--- src/rtl/sync_gp_fifo.sv ---
// rtl/sync_gp_fifo.sv - single-clock FIFO for any depth >= 2 with occupancy, threshold flags and sticky errors
module sync_gp_fifo #(
    parameter int SLOTS     = 4,
    parameter int WIDTH     = 8,
    parameter int AFULL_TH  = 3,
    parameter int AEMPTY_TH = 1,
    parameter int FWFT      = 1
) (
    input  logic                         clk,
    input  logic                         arst_n,
    input  logic                         clear_i,
    input  logic                         wr_en_i,
    input  logic [WIDTH-1:0]             wr_data_i,
    output logic                         wr_full_o,
    output logic                         wr_afull_o,
    input  logic                         rd_en_i,
    output logic [WIDTH-1:0]             rd_data_o,
    output logic                         rd_empty_o,
    output logic                         rd_aempty_o,
    output logic [$clog2(SLOTS+1)-1:0]   count_o,
    output logic                         ovf_o,
    output logic                         udf_o
);

    localparam int PW = $clog2(SLOTS);
    localparam int CW = $clog2(SLOTS + 1);
    localparam logic [PW-1:0] LAST_PTR = PW'(SLOTS - 1);
    localparam logic [CW-1:0] FULL_CNT = CW'(SLOTS);
    localparam logic [CW-1:0] AF_CNT   = CW'(AFULL_TH);
    localparam logic [CW-1:0] AE_CNT   = CW'(AEMPTY_TH);

    if (SLOTS < 2) begin : g_chk_slots
        $error("sync_gp_fifo: SLOTS must be >= 2");
    end
    if (AFULL_TH < 1 || AFULL_TH > SLOTS) begin : g_chk_afull
        $error("sync_gp_fifo: AFULL_TH must be within 1..SLOTS");
    end
    if (AEMPTY_TH < 0 || AEMPTY_TH >= SLOTS) begin : g_chk_aempty
        $error("sync_gp_fifo: AEMPTY_TH must be within 0..SLOTS-1");
    end

    logic [WIDTH-1:0] r_mem [SLOTS];
    logic [PW-1:0]    r_wr_ptr;
    logic [PW-1:0]    r_rd_ptr;
    logic [CW-1:0]    r_count;
    logic             r_ovf;
    logic             r_udf;

    logic w_full;
    logic w_empty;
    logic w_wr_acc;
    logic w_rd_acc;

    assign w_full   = (r_count == FULL_CNT);
    assign w_empty  = (r_count == '0);
    assign w_wr_acc = wr_en_i && !w_full;
    assign w_rd_acc = rd_en_i && !w_empty;

    assign wr_full_o   = w_full;
    assign rd_empty_o  = w_empty;
    assign wr_afull_o  = (r_count >= AF_CNT);
    assign rd_aempty_o = (r_count <= AE_CNT);
    assign count_o     = r_count;
    assign ovf_o       = r_ovf;
    assign udf_o       = r_udf;

    // Explicit wrap keeps non-power-of-2 depths from aliasing onto unused slots.
    always_ff @(posedge clk or negedge arst_n) begin
        if (!arst_n) begin
            r_wr_ptr <= '0;
            r_rd_ptr <= '0;
            r_count  <= '0;
            r_ovf    <= 1'b0;
            r_udf    <= 1'b0;
        end else if (clear_i) begin
            r_wr_ptr <= '0;
            r_rd_ptr <= '0;
            r_count  <= '0;
            r_ovf    <= 1'b0;
            r_udf    <= 1'b0;
        end else begin
            if (w_wr_acc) begin
                r_wr_ptr <= (r_wr_ptr == LAST_PTR) ? '0 : r_wr_ptr + 1'b1;
            end
            if (w_rd_acc) begin
                r_rd_ptr <= (r_rd_ptr == LAST_PTR) ? '0 : r_rd_ptr + 1'b1;
            end
            case ({w_wr_acc, w_rd_acc})
                2'b10:   r_count <= r_count + 1'b1;
                2'b01:   r_count <= r_count - 1'b1;
                default: r_count <= r_count;
            endcase
            if (wr_en_i && w_full) begin
                r_ovf <= 1'b1;
            end
            if (rd_en_i && w_empty) begin
                r_udf <= 1'b1;
            end
        end
    end

    always_ff @(posedge clk) begin
        if (arst_n && !clear_i && w_wr_acc) begin
            r_mem[r_wr_ptr] <= wr_data_i;
        end
    end

    if (FWFT != 0) begin : g_fwft
        assign rd_data_o = r_mem[r_rd_ptr];
    end else begin : g_reg_rd
        logic [WIDTH-1:0] r_rd_data;

        // Output register is left alone by clear so the last delivered word stays visible.
        always_ff @(posedge clk or negedge arst_n) begin
            if (!arst_n) begin
                r_rd_data <= '0;
            end else if (!clear_i && w_rd_acc) begin
                r_rd_data <= r_mem[r_rd_ptr];
            end
        end

        assign rd_data_o = r_rd_data;
    end

endmodule

--- config.mk ---
export PLATFORM = sky130hd
export DESIGN_NAME = sync_gp_fifo
export DESIGN_NICKNAME = d
export VERILOG_FILES = /design/src/rtl/sync_gp_fifo.sv
export SDC_FILE = /design/constraint.sdc
export NUM_CORES = 1
export LEC_CHECK = 0
export CAP_MARGIN = 10
export CORE_MARGIN = 5
export CORE_UTILIZATION = 50
export DETAILED_ROUTE_END_ITERATION = 6
export PLACE_DENSITY = 0.78
export SYNTH_ARGS = -nofsm -noshare
export SYNTH_HDL_FRONTEND = slang
export SYNTH_SLANG_ARGS = --single-unit
export TNS_END_PERCENT = 30
--- constraint.sdc ---
create_clock -name clk -period 6 [get_ports clk]
set_input_delay 0.9 -clock clk [delete_from_list [all_inputs] [get_ports clk]]
set_output_delay 0.9 -clock clk [all_outputs]
set_load 0.005 [all_outputs]
* After elaboration in Yosys (flattened, before gate mapping) *
Memories as Yosys holds them, arrays and structs flattened.
Index checks and enable logic that the tools add are counted.

cells by class
  $add $sub $neg = 4
  multiply operators = 0
  div/mod/pow operators = 0
  magnitude comparators = 2
  eq/ne operators = 5
  shift operators = 0
  multiplexer cells = 14
  bitwise logic cells = 0
  reduce and logical (&&, ||, !) cells = 15

operators by type and width
  kind                                                               number
  2-to-1 mux 2 bit                                                   6
  nonzero test 2 bit                                                 4
  equality test 2 bit, second input constant                         3
  logical AND 1 bit                                                  6
  2-to-1 mux 1 bit                                                   6
  one-hot mux 3 bit (2 select lines)                                 1
  adder 2 x 1 -> 2 bit, second input constant                        2
  adder 3 x 1 -> 3 bit, second input constant                        1
  equality test 3 bit, second input constant                         1
  greater-or-equal comparator 3 x 2 -> 1 bit, second input constant  1
  <= comparator 3 x 1 -> 1 bit, second input constant                1
  zero test 1 bit                                                    3
  zero test 3 bit                                                    1
  2-to-1 mux 3 bit                                                   1
  nonzero test 3 bit                                                 1
  subtractor 3 x 1 -> 3 bit, second input constant                   1
  equality test 2 x 1 -> 1 bit, second input constant                1

storage, ports and cells
  register bits after elaboration = 9
  bits in latches = 0
  memory bits (writable) = 32
  memory bits (read-only) = 0
  output and inout port bits = 17
  logic and storage cells = 46
  memories kept = 1

memory list
  memory  depth  bits a word  rd ports  clocked after Yosys merged registers in  wr ports  RTL line  RTL
  r_mem   4      8            1         0                                        1         42        logic [WIDTH-1:0] r_mem [SLOTS];

* Depth between registers and ports, before layout *
  depth in word-level cells = 6
  depth in mapped cells = 6
  gate-level depth less buffers = 6

* Worst setup path before layout *
Ideal clock, no wire load.

  kind = register to output
  start point = reg r_rd_ptr[0]
  end point = out rd_data_o[0]
  arrival = 1.115 ns
  required time = 5.100 ns
  slack = 3.985 ns
  stages on the path, launching flop included = 3
  path buffers = 1
  path through = dfrtp_1 buf_2 mux4_2

between the ends
  cells in the longest elaborated chain, start to end = 1

ends and longest elaborated chain
  item                     RTL line  RTL
  from (decl)              44        logic [PW-1:0] r_rd_ptr;
  from (signal assigned)   86        r_rd_ptr <= (r_rd_ptr == LAST_PTR) ? '0 : r_rd_ptr + 1'b1;
  memory read (4 x 8 bit)  --
  to (decl)                17        output logic [WIDTH-1:0] rd_data_o,

No other way between the ends.

* Worst setup path after layout *
  start point = reg r_rd_ptr[0]
  end point = out rd_data_o[6]

Same word-level chain as after synthesis.

==> results.tsv <==
metric	value	unit
r2r_start	count_o[0]$_DFFE_PN0P_	
grt-ovfl-total	0	
max_freq	0.330	GHz
ys_warn_count	0	
rsz0062_at_grt	false	
path_buf_inv	1	
drive_gt1_frac	0.162	
start_util	0.508	
whs_path_depth	2	
cts_root_buffer	clkbuf_4	
yosysMostFrequentCell	edfxtp_1	
hold_end	ovf_o$_DFFE_PN0P_	
period_minus_slack	3.03	ns
syn_nets	137	
regToRegSetupSlack	3.72	ns
hold_class	reg -> reg	
post_cts_buffers	0	
dp.cells	188	
crit_family	flip-flops	
cts_hold_buf	0	
slew_viol_final	0	
synthDistinctLibCells	28	
outcome	complete, no violations	
dr.pass1.iters	4	
cts_resized	0	
synth_top_cell_by_area	edfxtp_1	
cts_max_level	2	
clk_path_buf_depth	2	
grt_pass1_wl	5430	um
fill_cells	269	
insertion_delay	0.35	ns
clkTransAtPathRegs	0.13	ns
ios	30	
synth_edf_count	32	
slew_headroom	0.615	
setup_viol	0	
placementRows	22	
dp_hpwl	2310	um
antennaDiodeCount	0	
vdd_ir_drop_max	0.214	mV
vias_per_cell	5.14	
critPathSlowestCell	dfrtp_1	
hold_viol_final	0	
die_h	70.3	um
die_w	70.3	um
path_cells	mux4_2, clkdlybuf4s50_1	
syn_area_per_cell	15.9	sq um
post-route-period-util	0.505	
io_buffers	29	
synth_area	1820	sq um
reg2reg_to	r_mem[1][6]$_DFFE_PP_	
cts_tree	done	
crit_type	reg -> out	
nNetsFinal	170	
fp.dieArea	4940	sq um
ys_top_cells_by_area	edfxtp_1, dfrtp_1, mux4_2	
grt_usage	0.147	
fin_skew	0.00843	ns
crit_arrival	2.13	ns
cts.sinks	41	
ys_top_cells_by_count	edfxtp_1, ha_1, a21oi_1, dfrtp_1	
grt_pass1_vias	1065	
cap_violations	0	
drcViolationCount	0	
ys_seq_area_frac	0.652	
final_cells	196	
antenna_found_initial	0	
worst_setup_path_end_kind	output pin	
drt-initial-drc-count	58	
p_per_area	377	nW/um^2
startpoint_type	register	
coreArea	3580	sq um
critPathMaxStageDelay	0.73	ns
wl	3200	um
tns	0	ns
worstMarginPinSlew	0.578	ns
gp_congestion	0.764	
rr_worst_depth	6	
grt_max_degree	15	
synth_top_area_frac	0.529	
synth-seq-cells	41	
post_drt_wl_per_cell	16.3	um
vias	1007	
cts_made_buffers	5	
yosys_most_used_dff	edfxtp_1	
synthCells	114	
syn_to_final_growth	22.6	%
ys_async_sr_fraction	0.220	
cp_max_fo	11	
drtAntennaViolNets	0	
p_leak	0.798	nW
required	5.10	ns
hold_start	ovf_o$_DFFE_PN0P_	
power by group:
group          leakage, nW  switching [W]  total [W]  internal [W]
registers            0.409      0.0000355   0.000365      0.000330
clock network       0.0414      0.0000918   0.000180     0.0000883
logic                0.347       0.000119   0.000295      0.000176
worst max path at each step:
stage / to / from / slack (ns) / depth (start not counted)
after floorplan: rd_data_o[0] / r_rd_ptr[0]$_DFFE_PN0P_ / 3.98 / 2
after global placement: r_mem[1][2]$_DFFE_PP_ / arst_n / 3.25 / 3
after detailed placement: r_mem[1][4]$_DFFE_PP_ / arst_n / 3.15 / 3
after CTS: rd_data_o[6] / r_rd_ptr[0]$_DFFE_PN0P_ / 2.92 / 2
after global routing: rd_data_o[6] / r_rd_ptr[0]$_DFFE_PN0P_ / 2.82 / 2
final: rd_data_o[6] / r_rd_ptr[0]$_DFFE_PN0P_ / 2.97 / 2
layer usage:
layer  vias to the layer above  part of all wire  global-route usage
li1                        488                 -                   -
met1                       493              0.43               0.184
met2                        21              0.51               0.238
met3                         5             0.044              0.0460
met4                         0             0.015              0.0574
met5                         -                 0                   0
cells in the final DEF, fill, tap and decap left out:
cell             instances
o22ai_1                  1
nor2b_2                  1
a211oi_1                 2
clkinv_4                 1
nor3_1                   1
nor2_2                   1
a21oi_1                  9
dfrtp_1                  9
nand2b_1                 1
o21ai_1                  1
or3_1                    2
a311oi_1                 1
clkinvlp_4               1
clkbuf_4                 5
nand2_1                  5
nor3b_1                  1
edfxtp_1                32
ha_1                    10
xnor2_1                  2
and2_4                   1
inv_1                    6
clkdlybuf4s50_1         29
and2_1                   4
maj3_2                   1
mux4_2                   8
a21boi_2                 1
nand2b_4                 2
inv_2                    1
bufinv_16                1
nor2_1                   8
worst min-delay path: stages, from the launching register on:
cell and delay, ns:
dfrtp_1 0.36, a21oi_1 0.04, nor2_1 0.08
logic make-up after synthesis:
family	Yosys count	share of synthesized area
compound gates	15	0.0502
xor+xnor	2	0.00964
flops	41	0.652
buf+inv	10	0.0275
simple gates	27	0.0860
mux	8	0.0991
fa+ha+maj	11	0.0750
flip-flops by register name (all words and copies together), names as in the netlist:
| register | flops |
|---|---|
| r_rd_ptr | 2 |
| count_o | 3 |
| r_wr_ptr | 2 |
| ovf_o | 1 |
| r_mem | 32 |
| udf_o | 1 |
layout make-up:
| class | instances | area (sq um) | share of cell area |
|---|---|---|---|
| tap | 48 | 60.1 | 0.0270 |
| clock inverter | 3 | 46.3 | 0.0208 |
| multi-input combinational | 63 | 582 | 0.261 |
| inverter | 7 | 26.3 | 0.0118 |
| sequential | 41 | 1190 | 0.532 |
| timing repair buffer | 29 | 290 | 0.130 |
| clock buffer | 5 | 37.5 | 0.0168 |
metrics by stage:
stage	setup WS [ns]	hold slack, ns	total power (W)	cell area, sq um	utilization
6_report	2.97	0.524	0.000841	2230	0.623
5_1_grt	2.82	0.561	0.000893	2230	0.623
4_1_cts	2.92	0.529	0.000847	2230	0.623
3_5_place_dp	3.15	0.500	0.000668	2140	0.599
3_3_place_gp	3.25	0.483	0.000659	2140	0.599
2_1_floorplan	3.98	0.486	0.000532	1820	-
Note: power is estimated with default switching activity, not from simulation.
